$ cat config.mk
export PLATFORM = sky130hd
export DESIGN_NAME = program_loader
export DESIGN_NICKNAME = d
export VERILOG_FILES = /design/src/rtl/td4_pkg.sv /design/src/rtl/sync_rise.sv /design/src/rtl/program_loader.sv
export SDC_FILE = /design/constraint.sdc
export NUM_CORES = 1
export LEC_CHECK = 0
export BUFFER_PORTS_ARGS = -buffer_cell sky130_fd_sc_hd__buf_2
export CAP_MARGIN = 20
export CELL_PAD_IN_SITES_DETAIL_PLACEMENT = 1
export CELL_PAD_IN_SITES_GLOBAL_PLACEMENT = 2
export CORE_MARGIN = 10
export CORE_UTILIZATION = 34
export CTS_BUF_LIST = sky130_fd_sc_hd__clkbuf_4 sky130_fd_sc_hd__clkbuf_8
export CTS_CLUSTER_SIZE = 30
export DETAILED_ROUTE_END_ITERATION = 10
export PLACE_DENSITY_LB_ADDON = 0.15
export SLEW_MARGIN = 15
export SYNTH_ARGS = -nofsm -noshare
export SYNTH_HDL_FRONTEND = slang
export SYNTH_SLANG_ARGS = --single-unit
$ cat constraint.sdc
create_clock -name clk -period 4.2 [get_ports clk]
set_clock_uncertainty 0.05 [all_clocks]
set_input_delay 0.42 -clock clk [delete_from_list [all_inputs] [get_ports clk]]
set_output_delay 0.42 -clock clk [all_outputs]
set_load 0.05 [all_outputs]
$ cat src/rtl/td4_pkg.sv
// td4_pkg: shared TD4 loader types and widths.
package td4_pkg;
  localparam int TD4_ADDR_W   = 4;
  localparam int TD4_NIBBLE_W = 4;
  localparam int TD4_WORDS    = 16;
  typedef enum logic [2:0] {IDLE, WAIT_OP, WAIT_IMM, WRITE, DONE} loader_state_t;
endpackage

$ cat src/rtl/sync_rise.sv
// sync_rise: multi-flop synchronizer with a registered one-cycle rising-edge pulse.
module sync_rise #(
  parameter int STAGES = 2
) (
  input  logic clk,
  input  logic rst,
  input  logic i_d,
  output logic o_pulse
);
  logic [STAGES-1:0] r_sync;
  logic              r_prev;
  logic              r_pulse;
  always_ff @(posedge clk) begin
    if (rst) begin
      r_sync  <= '0;
      r_prev  <= 1'b0;
      r_pulse <= 1'b0;
    end else begin
      r_sync  <= {r_sync[STAGES-2:0], i_d};
      r_prev  <= r_sync[STAGES-1];
      r_pulse <= r_sync[STAGES-1] & ~r_prev;
    end
  end
  assign o_pulse = r_pulse;
endmodule

$ cat src/rtl/program_loader.sv
// program_loader: strobe-clocked nibble pairs written to consecutive TD4 program words.
module program_loader
  import td4_pkg::*;
#(
  parameter int WORDS       = TD4_WORDS,
  parameter int SYNC_STAGES = 2
) (
  input  logic                    clk,
  input  logic                    rst,
  input  logic                    load_en,
  input  logic                    strobe,
  input  logic [TD4_NIBBLE_W-1:0] nibble,
  output logic [TD4_ADDR_W-1:0]   mem_address,
  output logic [TD4_NIBBLE_W-1:0] mem_opcode,
  output logic [TD4_NIBBLE_W-1:0] mem_immediate,
  output logic                    mem_write,
  output logic                    cpu_hold,
  output logic                    load_done
);
  localparam logic [TD4_ADDR_W-1:0] LAST = TD4_ADDR_W'(WORDS - 1);
  loader_state_t             r_state;
  logic [TD4_ADDR_W-1:0]     r_addr;
  logic [TD4_NIBBLE_W-1:0]   r_op;
  logic [TD4_NIBBLE_W-1:0]   r_imm;
  logic                      r_done;
  logic                      w_pulse;
  sync_rise #(.STAGES(SYNC_STAGES)) u_sync (
    .clk     (clk),
    .rst     (rst),
    .i_d     (strobe),
    .o_pulse (w_pulse)
  );
  // Abort has priority over a coincident strobe pulse in the waiting states.
  always_ff @(posedge clk) begin
    if (rst) begin
      r_state <= IDLE;
      r_addr  <= '0;
      r_op    <= '0;
      r_imm   <= '0;
      r_done  <= 1'b0;
    end else begin
      case (r_state)
        IDLE: if (load_en) begin
          r_state <= WAIT_OP;
          r_addr  <= '0;
          r_done  <= 1'b0;
        end
        WAIT_OP: if (!load_en) r_state <= IDLE;
          else if (w_pulse) begin
            r_op    <= nibble;
            r_state <= WAIT_IMM;
          end
        WAIT_IMM: if (!load_en) r_state <= IDLE;
          else if (w_pulse) begin
            r_imm   <= nibble;
            r_state <= WRITE;
          end
        WRITE: if (r_addr == LAST) begin
          r_state <= DONE;
          r_done  <= 1'b1;
        end else begin
          r_addr  <= r_addr + 1'b1;
          r_state <= WAIT_OP;
        end
        DONE: if (!load_en) r_state <= IDLE;
        default: r_state <= IDLE;
      endcase
    end
  end
  assign mem_address   = r_addr;
  assign mem_opcode    = r_op;
  assign mem_immediate = r_imm;
  assign mem_write     = r_state == WRITE;
  assign cpu_hold      = r_state != IDLE;
  assign load_done     = r_done;
endmodule

==> impl_metrics.ini, run 1 <==
[outcome]
run_status = finished clean

[power_and_ir_drop]
p_leak_nw = 0.443
cellPowerDensity_nw_per_um2 = 357
peak_supply_drop_mv = 0.190
fin_total_pwr_mw = 0.374

[worst_setup_path]
worst_r2r_startpoint = mem_address[0]
worst_r2r_path_cells = 4
critical-path-max-stage-delay_ps = 550
setup.worst_path.start = r_state[1]
worst-setup-path-type = register to output pin
critPathArrivalTime_ps = 1430
crit_path_end_kind = output pin
critical-path-slowest-cell = sky130_fd_sc_hd__dfxtp_1
worstPathRequired_ps = 3730
worstPathBufferInverterCount = 2
worst-r2r-setup-slack_ps = 2750
cp.depth = 3
r2r-end = mem_address[0]
critical_path.top_delay_family = flip-flops
cp-endpoint = mem_write
crit_path_max_fanout = 11
cp_cell_sequence = nand3b_4, inv_2, buf_2
crit_path_start_kind = register

[die]
die_width_um = 70.9
floorplan.core_area_sq_um = 2480
start_util_pct = 35.5
io_pins = 23
vertical_die_dimension_um = 70.9
floorplan_die_area_sq_um = 5020
row_count = 18

[sta]
setup_slack_ps = 2300
max_slew.worst_pin.slew_ps = 347
hold_viol_final = 0
setup_repair_after_global_routing_missed_its_margin = no
setup_viol = 0
timing.final.crit_share_pct = 45.3
whs_ps = 270
setup-tns-final_ps = 0
relSlewSlack_pct = 76.2
report.final.slew_viol_count = 0
period_minus_slack_ps = 1900
fmaxAchievable_mhz = 526

[clock_network]
tritoncts.num_buffers = 3
cts_hold_buf = 0
clock-root-buffer = sky130_fd_sc_hd__clkbuf_4
clkSlewWorstSetupHoldPaths_ps = 120
clk_path_buf_depth = 2
cts_repair_resize_count = 0
tritoncts = done
cts.sinks = 20
ctsHtreeMaxLevel = 1
worstSkewPairLatency_ps = 310
cts_setup_buffers = 0

[placed_design]
detailedPlacementHpwl_mm = 1.64
dp_cells = 138
port_buffers = 22
gp_routability_congestion = 0.679
detailedPlace.worstSlack_ps = 2650

[logic_synthesis]
synth_warn = 0
fraction_of_the_mapped_netlist_area_in_adder_cells_pct = 1.42
synth_seq_area_share_pct = 45.5
ys_seq_elements = 20
netlist-cell-type-count = 34
mappedNetlistNets = 100
post_synth_xor_area_fraction_pct = 0
synthCells = 91
synth_simple_gate_area_share_pct = 26.0
area_fraction_in_compound_gates_after_synthesis_pct = 19.6
yosys-mux-area-fraction_pct = 2.42
synthesis.area_per_instance_sq_um = 9.67
post_synthesis_cell_area_sq_um = 880
synth_top_family_by_area = simple AND/OR/NAND/NOR gates

[hold_path]
hp-start = strobe
timing.hold.worst.class = input port to register

[layout]
num_antenna_cells = 0
nNetsFinal = 122
final_layout_size_suffix_gt1_share_pct = 32.1
final_cells = 142
final_common_cell = sky130_fd_sc_hd__buf_2
fillers = 308
syn_to_layout_area_delta_pct = 19.1
most-common-layout-cells = sky130_fd_sc_hd__buf_2 (22), sky130_fd_sc_hd__dfxtp_1 (20), sky130_fd_sc_hd__a21oi_1 (12), sky130_fd_sc_hd__o21ai_0 (9), sky130_fd_sc_hd__nand3_1 (9)
final-seq-area_sq_um = 400
area_taken_by_multi_input_logic_gates_sq_um = 435

[drt]
detailroute.via_count = 738
drt.antenna.violating_nets = 0
remaining_design_rule_violation_count = 0
routed_wl_mm = 2.18
detail_route.first_pass.iterations = 4
drt-wirelength-per-cell_um = 15.4
dr.first_iter.drc_count = 47
post_drt_via_cell_ratio = 5.20

[global_route]
grt_max_degree = 21
gr-max-usage-layer = met2
antenna_violations_before_repair = 0
gr_util_met1_pct = 11.6
grt_overflow_total = 0
globalRouteMet2Util_pct = 13.1
grt_met3_use_pct = 2.93
first_global_vias = 772
grt_pass1_wl_mm = 3.71
grt.total_usage_pct = 8.94

[run]
max_cap_violations = 0
## worst reg2reg max path, cell delays in order (launching register included)
cell	delay, ps
sky130_fd_sc_hd__dfxtp_1	380
sky130_fd_sc_hd__ha_1	250
sky130_fd_sc_hd__and3_2	260
sky130_fd_sc_hd__or3_1	310
sky130_fd_sc_hd__a21oi_1	140
## registers in the layout (all words and copies together) (netlist names)
| register | cells |
|---|---|
| u_sync.o_pulse | 1 |
| u_sync.r_sync | 2 |
| mem_immediate | 4 |
| mem_opcode | 4 |
| r_state | 3 |
| mem_address | 4 |
| load_done | 1 |
| u_sync.r_prev | 1 |
## cell type report
type                    instances  share of cell area, %
multi-input cells              63                   41.6
flip-flops and latches         20                   38.2
repair buffers                 22                   10.5
well taps                      30                   3.58
clock inverters                 1                   2.87
clock buffers                   3                   2.15
inverters                       3                   1.08
## metrics by stage
stage | cell area, sq um | utilization [%]
floorplan | 880 | -
global placement | 995 | 40.2
detailed placement | 995 | 40.2
CTS | 1050 | 42.3
global route | 1050 | 42.3
finish | 1050 | 42.3
## how the worst min path moves through the flow
| stage | end | slack, ps | cells past startpoint |
|---|---|---|---|
| 4_1_cts | u_sync.r_sync[0] | 260 | 2 |
| 5_1_grt | u_sync.r_sync[0] | 280 | 2 |
| 3_3_place_gp | u_sync.o_pulse | 320 | 1 |
| 6_report | u_sync.r_sync[0] | 270 | 2 |
| 2_1_floorplan | u_sync.o_pulse | 320 | 1 |
| 3_5_place_dp | u_sync.o_pulse | 340 | 1 |
## synth_stat cells, drive strengths merged
cell type | number | area, sq um
buf | 3 | 21.3
o211ai | 1 | 7.51
or4b | 1 | 13.8
o21ai | 10 | 53.8
nand2b | 1 | 6.26
nand3 | 9 | 45.0
and3 | 1 | 7.51
nor2 | 1 | 3.75
or2b | 1 | 8.76
mux2 | 1 | 11.3
nand2 | 3 | 11.3
nand3b | 3 | 35.0
a211oi | 1 | 7.51
clkbuf | 2 | 11.3
mux2i | 1 | 10.0
a2111oi | 1 | 8.76
dfxtp | 20 | 400
nor2b | 4 | 25.0
and4bb | 2 | 25.0
a41oi | 1 | 8.76
o32a | 1 | 10.0
nand4bb | 3 | 33.8
a21oi | 12 | 60.1
ha | 1 | 12.5
a311oi | 1 | 8.76
o21a | 1 | 7.51
inv | 3 | 11.3
or3 | 2 | 13.8
## metal layers
layer / wire length, um / vias up
met5: 0 / -
met4: 29 / 0
met3: 96 / 4
met2: 979 / 12
met1: 1080 / 340
li1: - / 382
## report_power, final
| part | leakage (nW) | total [mW] | switching [mW] | internal (mW) |
|---|---|---|---|---|
| clock | 0.0279 | 0.160 | 0.0634 | 0.0965 |
| combinational | 0.253 | 0.0199 | 0.0120 | 0.00794 |
| sequential | 0.162 | 0.194 | 0.00260 | 0.192 |
## cell families after synthesis
family	after synthesis
simple gates	31
compound gates	29
flops	20
buf+inv	8
mux	2
fa+ha+maj	1
No activity file was read; power rests on OpenSTA's default activity.
==> run 2, diff against run 1 <==
--- a/config.mk
+++ b/config.mk
@@ -5,12 +5,13 @@
 export SDC_FILE = /design/constraint.sdc
 export NUM_CORES = 1
 export LEC_CHECK = 0
+export ABC_AREA = 1
 export BUFFER_PORTS_ARGS = -buffer_cell sky130_fd_sc_hd__buf_2
 export CAP_MARGIN = 20
 export CELL_PAD_IN_SITES_DETAIL_PLACEMENT = 1
 export CELL_PAD_IN_SITES_GLOBAL_PLACEMENT = 2
 export CORE_MARGIN = 10
-export CORE_UTILIZATION = 34
+export CORE_UTILIZATION = 28
 export CTS_BUF_LIST = sky130_fd_sc_hd__clkbuf_4 sky130_fd_sc_hd__clkbuf_8
 export CTS_CLUSTER_SIZE = 30
 export DETAILED_ROUTE_END_ITERATION = 10
==> constraint.sdc (replaced) <==
create_clock -name clk -period 1.9 [get_ports clk]
set_clock_uncertainty 0.05 [all_clocks]
set_input_delay 0.19 -clock clk [delete_from_list [all_inputs] [get_ports clk]]
set_output_delay 0.19 -clock clk [all_outputs]
set_load 0.05 [all_outputs]
==> impl_metrics.ini, run 2 <==
[die]
floorplan_die_area_sq_um = 5750
floorplan.core_area_sq_um = 3030
start_util_pct = 28.8
vertical_die_dimension_um = 75.8
io_pins = 23
die_width_um = 75.8
row_count = 20

[power_and_ir_drop]
power_report.internal_total_mw = 0.687
share_of_power_burned_in_the_clock_network_pct = 37.3
p_leak_nw = 0.516
seqPwrFrac_pct = 47.4
combinationalPowerShare_pct = 15.3
cellPowerDensity_nw_per_um2 = 877
peak_supply_drop_mv = 0.265
p_sw_mw = 0.262
sw_frac_of_total_pct = 27.6

[layout]
most-common-layout-cells = sky130_fd_sc_hd__nand2_1 (25), sky130_fd_sc_hd__buf_2 (22), sky130_fd_sc_hd__inv_1 (21), sky130_fd_sc_hd__dfxtp_1 (20), sky130_fd_sc_hd__nor2_1 (18)
num_antenna_cells = 0
syn_to_layout_area_delta_pct = 24.0
final_layout_size_suffix_gt1_share_pct = 20.5
final_cells = 195
nNetsFinal = 161
final_cell_area_sq_um = 1080
final_common_cell = sky130_fd_sc_hd__nand2_1
layout.core_utilization_pct = 35.7

[logic_synthesis]
post_synth_main_area_contributors = sky130_fd_sc_hd__dfxtp_1 (46%), sky130_fd_sc_hd__nand2_1 (11%), sky130_fd_sc_hd__inv_1 (9.0%)
synthCells = 127
synth_most_common_cell = sky130_fd_sc_hd__nand2_1
netlist-cell-type-count = 17
ys_seq_elements = 20
synth_warn = 0
number_of_synthesized_flops_with_an_enable_pin = 0
asyncSetResetFlopFracSynth_pct = 0
yosysTopAreaCell = sky130_fd_sc_hd__dfxtp_1
most_common_flop_cell_mapped_by_yosys = sky130_fd_sc_hd__dfxtp_1
synthesis.area_per_instance_sq_um = 6.87
synth_seq_area_share_pct = 45.9
post_synthesis_cell_area_sq_um = 872
synth_commonest_cells = sky130_fd_sc_hd__nand2_1 (25), sky130_fd_sc_hd__inv_1 (21), sky130_fd_sc_hd__dfxtp_1 (20)
mappedNetlistNets = 136
synth_top_cell_area_share_pct = 45.9

[clock_network]
tritoncts = done
cts_hold_buf = 0
cts_setup_buffers = 0
ctsHtreeMaxLevel = 1
clkSlewWorstSetupHoldPaths_ps = 120
worstSkewPairLatency_ps = 300
clock-root-buffer = sky130_fd_sc_hd__clkbuf_4
clk_path_buf_depth = 2
cts.sinks = 20
cts_repair_resize_count = 0
tritoncts.num_buffers = 3

[worst_setup_path]
worstPathRequired_ps = 1660
r2r-end = mem_address[3]
crit_path_max_fanout = 5
cp_cell_sequence = nand2_1, nor2_4, buf_2
critical-path-slowest-cell = sky130_fd_sc_hd__dfxtp_1
worst_r2r_path_cells = 8
critPathArrivalTime_ps = 1270
critical-path-max-stage-delay_ps = 430
worst-r2r-setup-slack_ps = 510
crit_path_end_kind = output pin
worst-setup-path-type = register to output pin
worst_r2r_startpoint = mem_address[0]
crit_path_start_kind = register

[global_route]
antenna_violations_before_repair = 0
grt_overflow_total = 0
grt.total_usage_pct = 8.73
first_global_vias = 836
grt_max_degree = 14
grt_pass1_wl_mm = 3.81

[drt]
detailroute.via_count = 836
post_drt_via_cell_ratio = 4.29
routed_wl_mm = 2.21
detail_route.first_pass.iterations = 3
drt-wirelength-per-cell_um = 11.4
drt.antenna.violating_nets = 0
remaining_design_rule_violation_count = 0
dr.first_iter.drc_count = 34

[placed_design]
port_buffers = 22
dp_cells = 191
detailedPlacementHpwl_mm = 1.79
place_area_sq_um = 1030
gp_routability_congestion = 0.775

[sta]
report.final.slew_viol_count = 0
hold_viol_final = 0
setup-tns-final_ps = 0
period_minus_slack_ps = 1510
setup_viol = 0
max_slew.worst_pin.slew_ps = 292
relSlewSlack_pct = 80.5
setup_repair_after_global_routing_missed_its_margin = no
timing.final.crit_share_pct = 79.6
fmaxAchievable_mhz = 661

[hold_path]
hold_depth = 3
timing.hold.worst.class = input port to register
hp-start = strobe
worst_hold_path.endpoint = u_sync.r_sync[0]

[run]
max_cap_violations = 0

[outcome]
run_status = finished clean
-- run 2: cell count changes after synthesis, sizes merged, moves of 4 or more --
cell / delta
nand3: +6
nor2b: -4
nand2: +23
inv: +18
nor2: +19
-- run 2: power groups by stage --
stage                     sequential [mW]  clock, mW  combinational (mW)
after detailed placement            0.459          0               0.148
after global routing                0.453      0.390               0.165
after global placement              0.458          0               0.146
after CTS                           0.450      0.363               0.148
after floorplan                     0.489          0              0.0768
final                               0.449      0.354               0.145
-- run 2: layout make-up --
cell class | instances | area (sq um)
clock buffers | 3 | 22.5
fillers | 404 | 1950
flip-flops and latches | 20 | 400
inverters | 22 | 83.8
multi-input cells | 83 | 379
repair buffers | 22 | 110
clock inverters | 1 | 30.0
well taps | 44 | 55.1
-- run 2: cells by family (layout without fill, tap and decap cells) --
| logic type | after synthesis | count (layout) | share of synthesized area [%] |
|---|---|---|---|
| buffers and inverters | 24 | 48 | 10.6 |
| AND/OR/NAND/NOR | 63 | 63 | 31.1 |
| flip-flops | 20 | 20 | 45.9 |
| AO/OA/AOI/OAI | 19 | 19 | 10.9 |
| adder cells (fa/ha/maj) | 1 | 1 | 1.43 |
-- run 2: worst max path at each step --
stage	from	end	slack (ps)	cells past startpoint
6_report	r_state[0]	mem_write	390	3
5_1_grt	r_state[0]	mem_write	230	3
4_1_cts	r_state[0]	mem_write	330	3
3_5_place_dp	mem_address[0]	mem_address[3]	520	8
3_3_place_gp	mem_address[0]	mem_address[1]	580	8
2_1_floorplan	mem_address[0]	mem_address[0]	230	8
-- run 2: metrics by stage --
stage	total power, mW	hold WS, ps	setup slack [ps]
after floorplan	0.566	209	231
after CTS	0.961	15.0	330
final	0.948	26.6	388
after global placement	0.605	333	581
after detailed placement	0.607	335	523
after global routing	1.01	28.2	234
-- run 2: worst max-delay path, delay by kind of cell (launching register included) --
family / cells / cell delay (ps)
buffers and inverters: 1 / 290
DFF: 1 / 430
and+or+nand+nor: 2 / 250
-- run 2: layer usage --
layer	wire length, um	vias to the layer above	track usage [%]
met3	110	2	2.73
met1	1070	381	9.98
met4	14	0	3.71
li1	-	441	-
met5	0	-	0
met2	1020	12	14.6
